**src/rtl/nice_reg_bridge_if.sv**
```systemverilog
// NICE accelerator command/response channel between the E203 core (master)
// and the register bridge (slave).
interface nice_reg_bridge_if #(
    parameter int ADDR_W = 6,
    parameter int DATA_W = 32
);
    logic              nice_acr_cmd_valid;
    logic              nice_acr_cmd_ready;
    logic [ADDR_W-1:0] nice_acr_cmd_addr;
    logic              nice_acr_cmd_read;
    logic [DATA_W-1:0] nice_acr_cmd_wdata;
    logic              nice_acr_rsp_valid;
    logic              nice_acr_rsp_ready;
    logic [DATA_W-1:0] nice_acr_rsp_rdata;
    logic              nice_acr_rsp_err;

    modport master (
        output nice_acr_cmd_valid, nice_acr_cmd_addr, nice_acr_cmd_read,
               nice_acr_cmd_wdata, nice_acr_rsp_ready,
        input  nice_acr_cmd_ready, nice_acr_rsp_valid, nice_acr_rsp_rdata,
               nice_acr_rsp_err
    );

    modport slave (
        input  nice_acr_cmd_valid, nice_acr_cmd_addr, nice_acr_cmd_read,
               nice_acr_cmd_wdata, nice_acr_rsp_ready,
        output nice_acr_cmd_ready, nice_acr_rsp_valid, nice_acr_rsp_rdata,
               nice_acr_rsp_err
    );
endinterface

```
**src/rtl/nice_reg_bridge.sv**
```systemverilog
// Bridge from the NICE command port to NUM_CH address-ranged write channels
// and a fixed-latency shared read port, with per-write timeout and error count.
module nice_reg_bridge #(
    parameter int                       ADDR_W  = 6,
    parameter int                       DATA_W  = 32,
    parameter int                       NUM_CH  = 2,
    parameter logic [NUM_CH*ADDR_W-1:0] CH_LO   = {6'd30, 6'd21},
    parameter logic [NUM_CH*ADDR_W-1:0] CH_HI   = {6'd39, 6'd29},
    parameter int                       RD_LAT  = 1,
    parameter int                       TIMEOUT = 16
) (
    input  logic                clk,
    input  logic                rst,
    nice_reg_bridge_if.slave    nice,
    output logic [ADDR_W-1:0]   wr_addr,
    output logic [DATA_W-1:0]   wr_data,
    output logic [NUM_CH-1:0]   wr_valid,
    input  logic [NUM_CH-1:0]   wr_ready,
    output logic [ADDR_W-1:0]   rd_addr,
    output logic                rd_en,
    input  logic [DATA_W-1:0]   rd_data,
    output logic [7:0]          err_cnt
);

    localparam int CNT_MAX = (RD_LAT > TIMEOUT) ? RD_LAT : TIMEOUT;
    localparam int CNT_W   = $clog2(CNT_MAX + 1);
    localparam int TO_LAST = (TIMEOUT > 0) ? TIMEOUT - 1 : 0;

    typedef enum logic [2:0] {
        S_IDLE,
        S_DEC,
        S_WR,
        S_RD,
        S_RSP
    } state_t;

    state_t              r_state;
    logic                r_cmd_ready;
    logic [ADDR_W-1:0]   r_addr;
    logic                r_read;
    logic [DATA_W-1:0]   r_wdata;
    logic [NUM_CH-1:0]   r_wr_valid;
    logic                r_rd_en;
    logic [CNT_W-1:0]    r_cnt;
    logic                r_rsp_valid;
    logic [DATA_W-1:0]   r_rsp_rdata;
    logic                r_rsp_err;
    logic [7:0]          r_err_cnt;

    logic                w_hit;
    logic [NUM_CH-1:0]   w_onehot;
    logic                w_wr_done;

    function automatic logic [7:0] sat_inc(input logic [7:0] v);
        return (v == 8'hFF) ? v : v + 8'd1;
    endfunction

    // Scan from the top so the lowest matching channel wins.
    always_comb begin
        w_hit    = 1'b0;
        w_onehot = '0;
        for (int i = NUM_CH - 1; i >= 0; i--) begin
            if ((r_addr >= CH_LO[i*ADDR_W +: ADDR_W]) &&
                (r_addr <= CH_HI[i*ADDR_W +: ADDR_W])) begin
                w_hit       = 1'b1;
                w_onehot    = '0;
                w_onehot[i] = 1'b1;
            end
        end
    end

    assign w_wr_done = |(r_wr_valid & wr_ready);

    always_ff @(posedge clk) begin
        if (rst) begin
            r_state     <= S_IDLE;
            r_cmd_ready <= 1'b0;
            r_addr      <= '0;
            r_read      <= 1'b0;
            r_wdata     <= '0;
            r_wr_valid  <= '0;
            r_rd_en     <= 1'b0;
            r_cnt       <= '0;
            r_rsp_valid <= 1'b0;
            r_rsp_rdata <= '0;
            r_rsp_err   <= 1'b0;
            r_err_cnt   <= '0;
        end else begin
            r_rd_en <= 1'b0;
            case (r_state)
                S_IDLE: begin
                    if (r_cmd_ready && nice.nice_acr_cmd_valid) begin
                        r_addr      <= nice.nice_acr_cmd_addr;
                        r_read      <= nice.nice_acr_cmd_read;
                        r_wdata     <= nice.nice_acr_cmd_wdata;
                        r_cmd_ready <= 1'b0;
                        r_state     <= S_DEC;
                    end else begin
                        r_cmd_ready <= 1'b1;
                    end
                end
                S_DEC: begin
                    r_cnt <= '0;
                    if (r_read) begin
                        r_rd_en <= 1'b1;
                        r_state <= S_RD;
                    end else if (w_hit) begin
                        r_wr_valid <= w_onehot;
                        r_state    <= S_WR;
                    end else begin
                        r_rsp_valid <= 1'b1;
                        r_rsp_rdata <= '0;
                        r_rsp_err   <= 1'b1;
                        r_err_cnt   <= sat_inc(r_err_cnt);
                        r_state     <= S_RSP;
                    end
                end
                S_WR: begin
                    if (w_wr_done) begin
                        r_wr_valid  <= '0;
                        r_rsp_valid <= 1'b1;
                        r_rsp_rdata <= '0;
                        r_rsp_err   <= 1'b0;
                        r_state     <= S_RSP;
                    end else if ((TIMEOUT != 0) && (r_cnt == CNT_W'(TO_LAST))) begin
                        r_wr_valid  <= '0;
                        r_rsp_valid <= 1'b1;
                        r_rsp_rdata <= '0;
                        r_rsp_err   <= 1'b1;
                        r_err_cnt   <= sat_inc(r_err_cnt);
                        r_state     <= S_RSP;
                    end else begin
                        r_cnt <= r_cnt + CNT_W'(1);
                    end
                end
                S_RD: begin
                    // r_cnt counts cycles since the rd_en pulse; the RAM word is valid at RD_LAT.
                    if (r_cnt == CNT_W'(RD_LAT)) begin
                        r_rsp_valid <= 1'b1;
                        r_rsp_rdata <= rd_data;
                        r_rsp_err   <= 1'b0;
                        r_state     <= S_RSP;
                    end else begin
                        r_cnt <= r_cnt + CNT_W'(1);
                    end
                end
                S_RSP: begin
                    if (nice.nice_acr_rsp_ready) begin
                        r_rsp_valid <= 1'b0;
                        r_cmd_ready <= 1'b1;
                        r_state     <= S_IDLE;
                    end
                end
                default: r_state <= S_IDLE;
            endcase
        end
    end

    assign nice.nice_acr_cmd_ready = r_cmd_ready;
    assign nice.nice_acr_rsp_valid = r_rsp_valid;
    assign nice.nice_acr_rsp_rdata = r_rsp_rdata;
    assign nice.nice_acr_rsp_err   = r_rsp_err;
    assign wr_addr  = r_addr;
    assign wr_data  = r_wdata;
    assign wr_valid = r_wr_valid;
    assign rd_addr  = r_addr;
    assign rd_en    = r_rd_en;
    assign err_cnt  = r_err_cnt;

endmodule

```
**src/flat_wrapper.sv**
```systemverilog
// flat-port wrapper written by rule: the top's interface ports become plain ports
module nice_reg_bridge_flat 
#(
    parameter int                       ADDR_W  = 6,
    parameter int                       DATA_W  = 32,
    parameter int                       NUM_CH  = 2,
    parameter logic [NUM_CH*ADDR_W-1:0] CH_LO   = {6'd30, 6'd21},
    parameter logic [NUM_CH*ADDR_W-1:0] CH_HI   = {6'd39, 6'd29},
    parameter int                       RD_LAT  = 1,
    parameter int                       TIMEOUT = 16
)
  (clk, rst, wr_addr, wr_data, wr_valid, wr_ready, rd_addr, rd_en, rd_data, err_cnt, nice_nice_acr_cmd_valid, nice_nice_acr_cmd_addr, nice_nice_acr_cmd_read, nice_nice_acr_cmd_wdata, nice_nice_acr_rsp_ready, nice_nice_acr_cmd_ready, nice_nice_acr_rsp_valid, nice_nice_acr_rsp_rdata, nice_nice_acr_rsp_err);
  nice_reg_bridge_if #(.ADDR_W(ADDR_W), .DATA_W(DATA_W)) nice_i ();
  input  logic clk;
  input  logic rst;
  output logic [ADDR_W-1:0] wr_addr;
  output logic [DATA_W-1:0] wr_data;
  output logic [NUM_CH-1:0] wr_valid;
  input  logic [NUM_CH-1:0] wr_ready;
  output logic [ADDR_W-1:0] rd_addr;
  output logic rd_en;
  input  logic [DATA_W-1:0] rd_data;
  output logic [7:0] err_cnt;
  input wire logic [$bits(nice_i.nice_acr_cmd_valid)-1:0] nice_nice_acr_cmd_valid;
  input wire logic [$bits(nice_i.nice_acr_cmd_addr)-1:0] nice_nice_acr_cmd_addr;
  input wire logic [$bits(nice_i.nice_acr_cmd_read)-1:0] nice_nice_acr_cmd_read;
  input wire logic [$bits(nice_i.nice_acr_cmd_wdata)-1:0] nice_nice_acr_cmd_wdata;
  input wire logic [$bits(nice_i.nice_acr_rsp_ready)-1:0] nice_nice_acr_rsp_ready;
  output wire logic [$bits(nice_i.nice_acr_cmd_ready)-1:0] nice_nice_acr_cmd_ready;
  output wire logic [$bits(nice_i.nice_acr_rsp_valid)-1:0] nice_nice_acr_rsp_valid;
  output wire logic [$bits(nice_i.nice_acr_rsp_rdata)-1:0] nice_nice_acr_rsp_rdata;
  output wire logic [$bits(nice_i.nice_acr_rsp_err)-1:0] nice_nice_acr_rsp_err;
  assign nice_i.nice_acr_cmd_valid = nice_nice_acr_cmd_valid;
  assign nice_i.nice_acr_cmd_addr = nice_nice_acr_cmd_addr;
  assign nice_i.nice_acr_cmd_read = nice_nice_acr_cmd_read;
  assign nice_i.nice_acr_cmd_wdata = nice_nice_acr_cmd_wdata;
  assign nice_i.nice_acr_rsp_ready = nice_nice_acr_rsp_ready;
  assign nice_nice_acr_cmd_ready = nice_i.nice_acr_cmd_ready;
  assign nice_nice_acr_rsp_valid = nice_i.nice_acr_rsp_valid;
  assign nice_nice_acr_rsp_rdata = nice_i.nice_acr_rsp_rdata;
  assign nice_nice_acr_rsp_err = nice_i.nice_acr_rsp_err;
  nice_reg_bridge #(.ADDR_W(ADDR_W), .DATA_W(DATA_W), .NUM_CH(NUM_CH), .CH_LO(CH_LO), .CH_HI(CH_HI), .RD_LAT(RD_LAT), .TIMEOUT(TIMEOUT)) u_core (.clk(clk), .rst(rst), .nice(nice_i), .wr_addr(wr_addr), .wr_data(wr_data), .wr_valid(wr_valid), .wr_ready(wr_ready), .rd_addr(rd_addr), .rd_en(rd_en), .rd_data(rd_data), .err_cnt(err_cnt));
endmodule
```
**config.mk**
```make
export PLATFORM = sky130hd
export DESIGN_NAME = nice_reg_bridge_flat
export DESIGN_NICKNAME = d
export VERILOG_FILES = /design/src/rtl/nice_reg_bridge_if.sv /design/src/rtl/nice_reg_bridge.sv /design/src/flat_wrapper.sv
export SDC_FILE = /design/constraint.sdc
export NUM_CORES = 1
export LEC_CHECK = 0
export BUFFER_PORTS_ARGS = -buffer_cell sky130_fd_sc_hd__buf_4
export CAP_MARGIN = 20
export CORE_MARGIN = 5
export CORE_UTILIZATION = 40
export CTS_CLUSTER_DIAMETER = 100
export DETAILED_ROUTE_END_ITERATION = 10
export GPL_TIMING_DRIVEN = 0
export PLACE_DENSITY = 0.73
export SLEW_MARGIN = 10
export SYNTH_ARGS = -nofsm -noshare
export SYNTH_HDL_FRONTEND = slang
export SYNTH_SLANG_ARGS = --single-unit
```
**constraint.sdc**
```tcl
create_clock -name clk -period 2.75 [get_ports clk]
set_input_delay 0.1375 -clock clk [delete_from_list [all_inputs] [get_ports clk]]
set_output_delay 0.1375 -clock clk [all_outputs]
set_load 0.02 [all_outputs]
```
* Word-level counts from Yosys, hierarchy flattened *
Index checks and enable logic that the tools add are counted.

cells by class
  add/subtract/negate cells = 2
  magnitude comparators = 4
  equal/unequal tests = 18
  mux-type cells = 47
  bitwise operators = 2
  reduce and logical (&&, ||, !) cells = 18

operators by type and width
  cell                   number
  $mux W32               5
  $pmux W32 S3           1
  $mux W8                5
  $mux W3                7
  $pmux W8 S2            1
  $mux W5                3
  $pmux W3 S5            1
  $pmux W5 S3            1
  $mux W1                13
  $ge A6 B5 Y1 const B   2
  $mux W2                6
  $ne A2 B2 Y1 const B   6
  $reduce_and A4 Y1      3
  $reduce_and A5 Y1      2
  $add A8 B1 Y8 const B  1
  $eq A8 B8 Y1 const B   1
  $ne A2 B1 Y1 const B   4
  $eq A3 B2 Y1 const B   2
  $le A6 B5 Y1 const B   1
  $le A6 B6 Y1 const B   1
  $reduce_and A6 Y1      1
  $add A5 B1 Y5 const B  1
  $eq A5 B1 Y1 const B   1
  $eq A5 B4 Y1 const B   1
  16 further kinds       21

word-level totals
  flip-flop bits (word level) = 93
  input bits = 77
  output and inout port bits = 90
  logic and storage cells = 103

* Logic depth before layout (Yosys ltp) *
  depth after elaboration = 7
  depth in mapped cells = 9
  gate-level depth less buffers = 8

* Worst setup path after synthesis *
Ideal clock, no wire load.

  kind = reg2reg
  start point = register u_core.r_cnt[0]
  end point = register u_core.r_rsp_rdata[0], in the netlist u_core.nice.nice_acr_rsp_rdata[0]
  setup time = 0.072 ns
  data arrival time = 2.052 ns
  setup slack = 0.627 ns
  cell stages (with the launch flop) = 10
  cells stage by stage = dfxtp_1 -> ha_1 -> and3_1 -> ha_1 -> a221oi_1 -> o31a_1 -> or3_1 -> buf_2 -> buf_4 -> mux2i_1

between the ends
  word-level cells in the longest chain between the ends = 3
  elaborated cells on any way between the ends = 5
  those cells by class = eq/ne (4); reduce/logical (1)

ends and longest elaborated chain
  item                                                    line                                            text
  from (decl)                                             nice_reg_bridge.sv:44                           logic [CNT_W-1:0] r_cnt;
  from (signal assigned)                                  nice_reg_bridge.sv:133                          r_cnt <= r_cnt + CNT_W'(1);
  from (signal assigned)                                  nice_reg_bridge.sv:144                          r_cnt <= r_cnt + CNT_W'(1);
  $eq A5 B4 Y1 or $eq A5 B1 Y1 (tied branches)            nice_reg_bridge.sv:125, nice_reg_bridge.sv:138
  $ne A3 B1 Y1 (no line) or $ne A2 B1 Y1 (tied branches)  n/a
  $reduce_and A5 Y1 (no line) *                           n/a
  to (signal assigned)                                    nice_reg_bridge.sv:140                          r_rsp_rdata <= rd_data;
  to (decl)                                               nice_reg_bridge.sv:46                           logic [DATA_W-1:0] r_rsp_rdata;

Every way passes the cells marked *; elsewhere a longest branch is shown, timed or not.
A chain may end at the register's enable or synchronous reset.

* Worst setup path in the final report *
  start point = register u_core.r_cnt[0]
  end point = register u_core.r_rsp_rdata[11], in the netlist u_core.nice.nice_acr_rsp_rdata[11]

The elaborated chain is that of the path after synthesis.

==> qor.txt <==
Status: completed
Slew Limit Fails: 0
Post-Syn Area: 3930 um2
GRT Residual Overflow: 0
# resized after CTS: 0
Insertion delay to the later sink of the worst-skew pair: 0.36 ns
CP Class: flip-flop to flip-flop
Share of power burned in combinational logic: 0.154
Via density: 4.83
Area post-placement: 5340 um2
Max Fclk: 0.393 GHz
Via count of the first global-routing pass: 3,812
Clk_skew: 0.0146 ns
Post-DP HPWL: 8620 um
R2R depth: 9
Seq/Total Area, Yosys: 0.473
Commonest cells after routing, fill and taps aside: 174 x buf_4, 117 x nand2_1, 93 x dfxtp_1
Post-DRT Antenna Nets: 0
LEAKAGE: 0.00255 uW
Critical path capture point type: flip-flop
Post-Synth XOR/XNOR Area: 0.00223
FF+latch count, synth: 93
Power per cell area: 469 nW/um2
CTS tree: yes
Largest net degree at the start of global routing: 18
Pre-CTS setup slack: 0.244 ns
CTS Buf Count: 9
Detailed Route WL: 11,400 um
GP Congestion: 0.816
Chip height: 109 um
CP max FO: 10
Crit path DAT: 2.82 ns
Number of synthesized flops with an enable pin: 0
Slew @ Worst Pin: 0.646 ns
Switching power: 753 uW
Count of cell types in the netlist: 43
Post-synth top flop: dfxtp_1
Final net count: 744
Period utilization: 0.924
Post-Synthesis Cells: 460
Htree depth: 3
Peak VDD IR: 0.328 mV
Reg-to-reg setup timing slack: 0.21 ns
Initial antenna violation count: 0
Postcts setup bufs: 0
Mux cell area share after synthesis: 0.0865
DR iter-0 viols: 157
Reg2reg start: u_core.r_cnt[0]
CTS Sinks: 93
Internal power: 1970 uW
Die Area: 11,900 um2
Critical Path End: u_core.nice.nice_acr_rsp_rdata[11]
DR vias: 3,868
Worst Hold Class: input pin to flip-flop
Worst setup SP type: flip-flop
Largest family of logic cells by synthesized area: simple AND/OR/NAND/NOR gates
Reg power frac: 0.521
ANT cells: 0
Clk slew on worst S/H paths: 0.10 ns
# IOs: 167
Synth Net Count: 541
Max_cap viols: 0
Cts hold-fix bufs: 24
Tmin final: 2.54 ns
Die Wd: 109 um
Design Area, Final: 5800 um2
Drt wl/cell: 14.3 um
Final setup violation count: 0
First-pass GRT wire length: 18,200 um
Yosys Warn Count: 0
Final core utilization: 0.599
Reg-to-reg endpoint: u_core.nice.nice_acr_rsp_rdata[11]
P&R area growth vs syn: 47.4%
Compound-Gate Fraction of Synth Area: 0.123
CTS Buffer Depth: 2
Synth Area in Simple Gates: 0.252
Final hold slack: 0.0185 ns
Setup total negative slack: 0 ns
Drt pass-1 iters: 4
Crit path from: u_core.r_cnt[0]
RSZ-0062 raised after global routing: false
IO Port Bufs: 165
Row count: 36
Final hold violation count: 0
Asr flop ratio synth: 0
Core region area: 9680 um2
Relative slew slack: 0.570
Root buffer cell: clkbuf_8
PnR worst setup slack: 0.208 ns
Overall Global Routing Usage: 0.193
Sw Share: 0.277
Synth Area in Adders: 0.0127
Clk pwr share: 0.325
Commonest non-fill, non-tap cell in the layout: buf_4
Share of layout cells above drive strength 1: 0.307
Syn_area_per_cell: 8.55 um2
DRC: 0
Required time of the critical path: 3.03 ns
Initial Utilization: 0.406
flip-flops by register name, indices dropped and copies added (netlist names), 2 cells and up:
register / cells
u_core.wr_valid: 2
u_core.r_cnt: 5
u_core.wr_data: 32
u_core.err_cnt: 8
u_core.r_state: 3
u_core.nice.nice_acr_rsp_rdata: 32
u_core.rd_addr: 6
cell type report:
cell class / instances / area [um2]
repair buffers: 192 / 1510
multi-input cells: 325 / 1870
clock inverters: 6 / 52.6
well taps: 133 / 166
fillers: 858 / 3890
plain buffers: 35 / 170
inverters: 7 / 26.3
flip-flops and latches: 93 / 1860
clock buffers: 10 / 138
stage by stage:
| stage | power (uW) | cells |
|---|---|---|
| final | 2720 | 801 |
| after global routing | 2850 | 801 |
| after CTS | 2740 | 798 |
| after detailed placement | 1840 | 758 |
| after global placement | 1830 | 758 |
| after floorplan | 1650 | 460 |
Yosys cell counts (3+ instances only):
cell      number  share of area
nand2_1      117           0.11
dfxtp_1       93           0.47
a21oi_1       53          0.067
nand2b_1      37          0.059
mux2i_1       34          0.087
clkbuf_1      22          0.021
nor2_1        10         0.0095
buf_4          9          0.017
o21ai_0        9          0.011
nand3_1        8          0.010
inv_1          7         0.0067
buf_2          4         0.0051
ha_1           4          0.013
nor3_1         4         0.0051
o31ai_1        4         0.0076
or3_1          4         0.0064
a211oi_1       3         0.0057
nand3b_1       3         0.0057
or4_1          3         0.0057
logic make-up after synthesis:
logic type,after synthesis
AO/OA/AOI/OAI,84
XOR/XNOR,1
adder cells (fa/ha/maj),4
buffers and inverters,42
flip-flops,93
multiplexers,34
AND/OR/NAND/NOR,202
power by group through the flow:
stage	sequential, uW	clock, uW	combinational, uW
2_1_floorplan	1490	0	160
3_3_place_gp	1450	0	382
3_5_place_dp	1450	0	388
4_1_cts	1420	906	418
5_1_grt	1420	970	454
6_report	1420	886	418
worst max-delay path: stages, from the launching register on:
cell      delay (ns)
dfxtp_1         0.36
ha_1            0.22
and3_1          0.18
ha_1            0.21
a221oi_1        0.53
o31a_1          0.21
or3_1           0.11
buf_2           0.18
buf_4           0.23
mux2i_1         0.23
worst min path at each step:
stage          cells past startpoint                         from                            endpoint
4_1_cts                            3  nice_nice_acr_cmd_wdata[30]                  u_core.wr_data[30]
3_5_place_dp                       3   nice_nice_acr_cmd_wdata[7]                   u_core.wr_data[7]
5_1_grt                            3                  rd_data[10]  u_core.nice.nice_acr_rsp_rdata[10]
3_3_place_gp                       3  nice_nice_acr_cmd_wdata[16]                  u_core.wr_data[16]
2_1_floorplan                      2       nice_nice_acr_cmd_read                       u_core.r_read
6_report                           3  nice_nice_acr_cmd_wdata[30]                  u_core.wr_data[30]
per-layer routing:
| layer | up-vias | track usage | wire, um |
|---|---|---|---|
| met4 | 0 | 0.0586 | 121 |
| met2 | 117 | 0.335 | 5810 |
| li1 | 1945 | - | - |
| met3 | 9 | 0.0776 | 930 |
| met5 | - | 0 | 0 |
| met1 | 1797 | 0.216 | 4570 |
(Power assumes the default switching activity.)
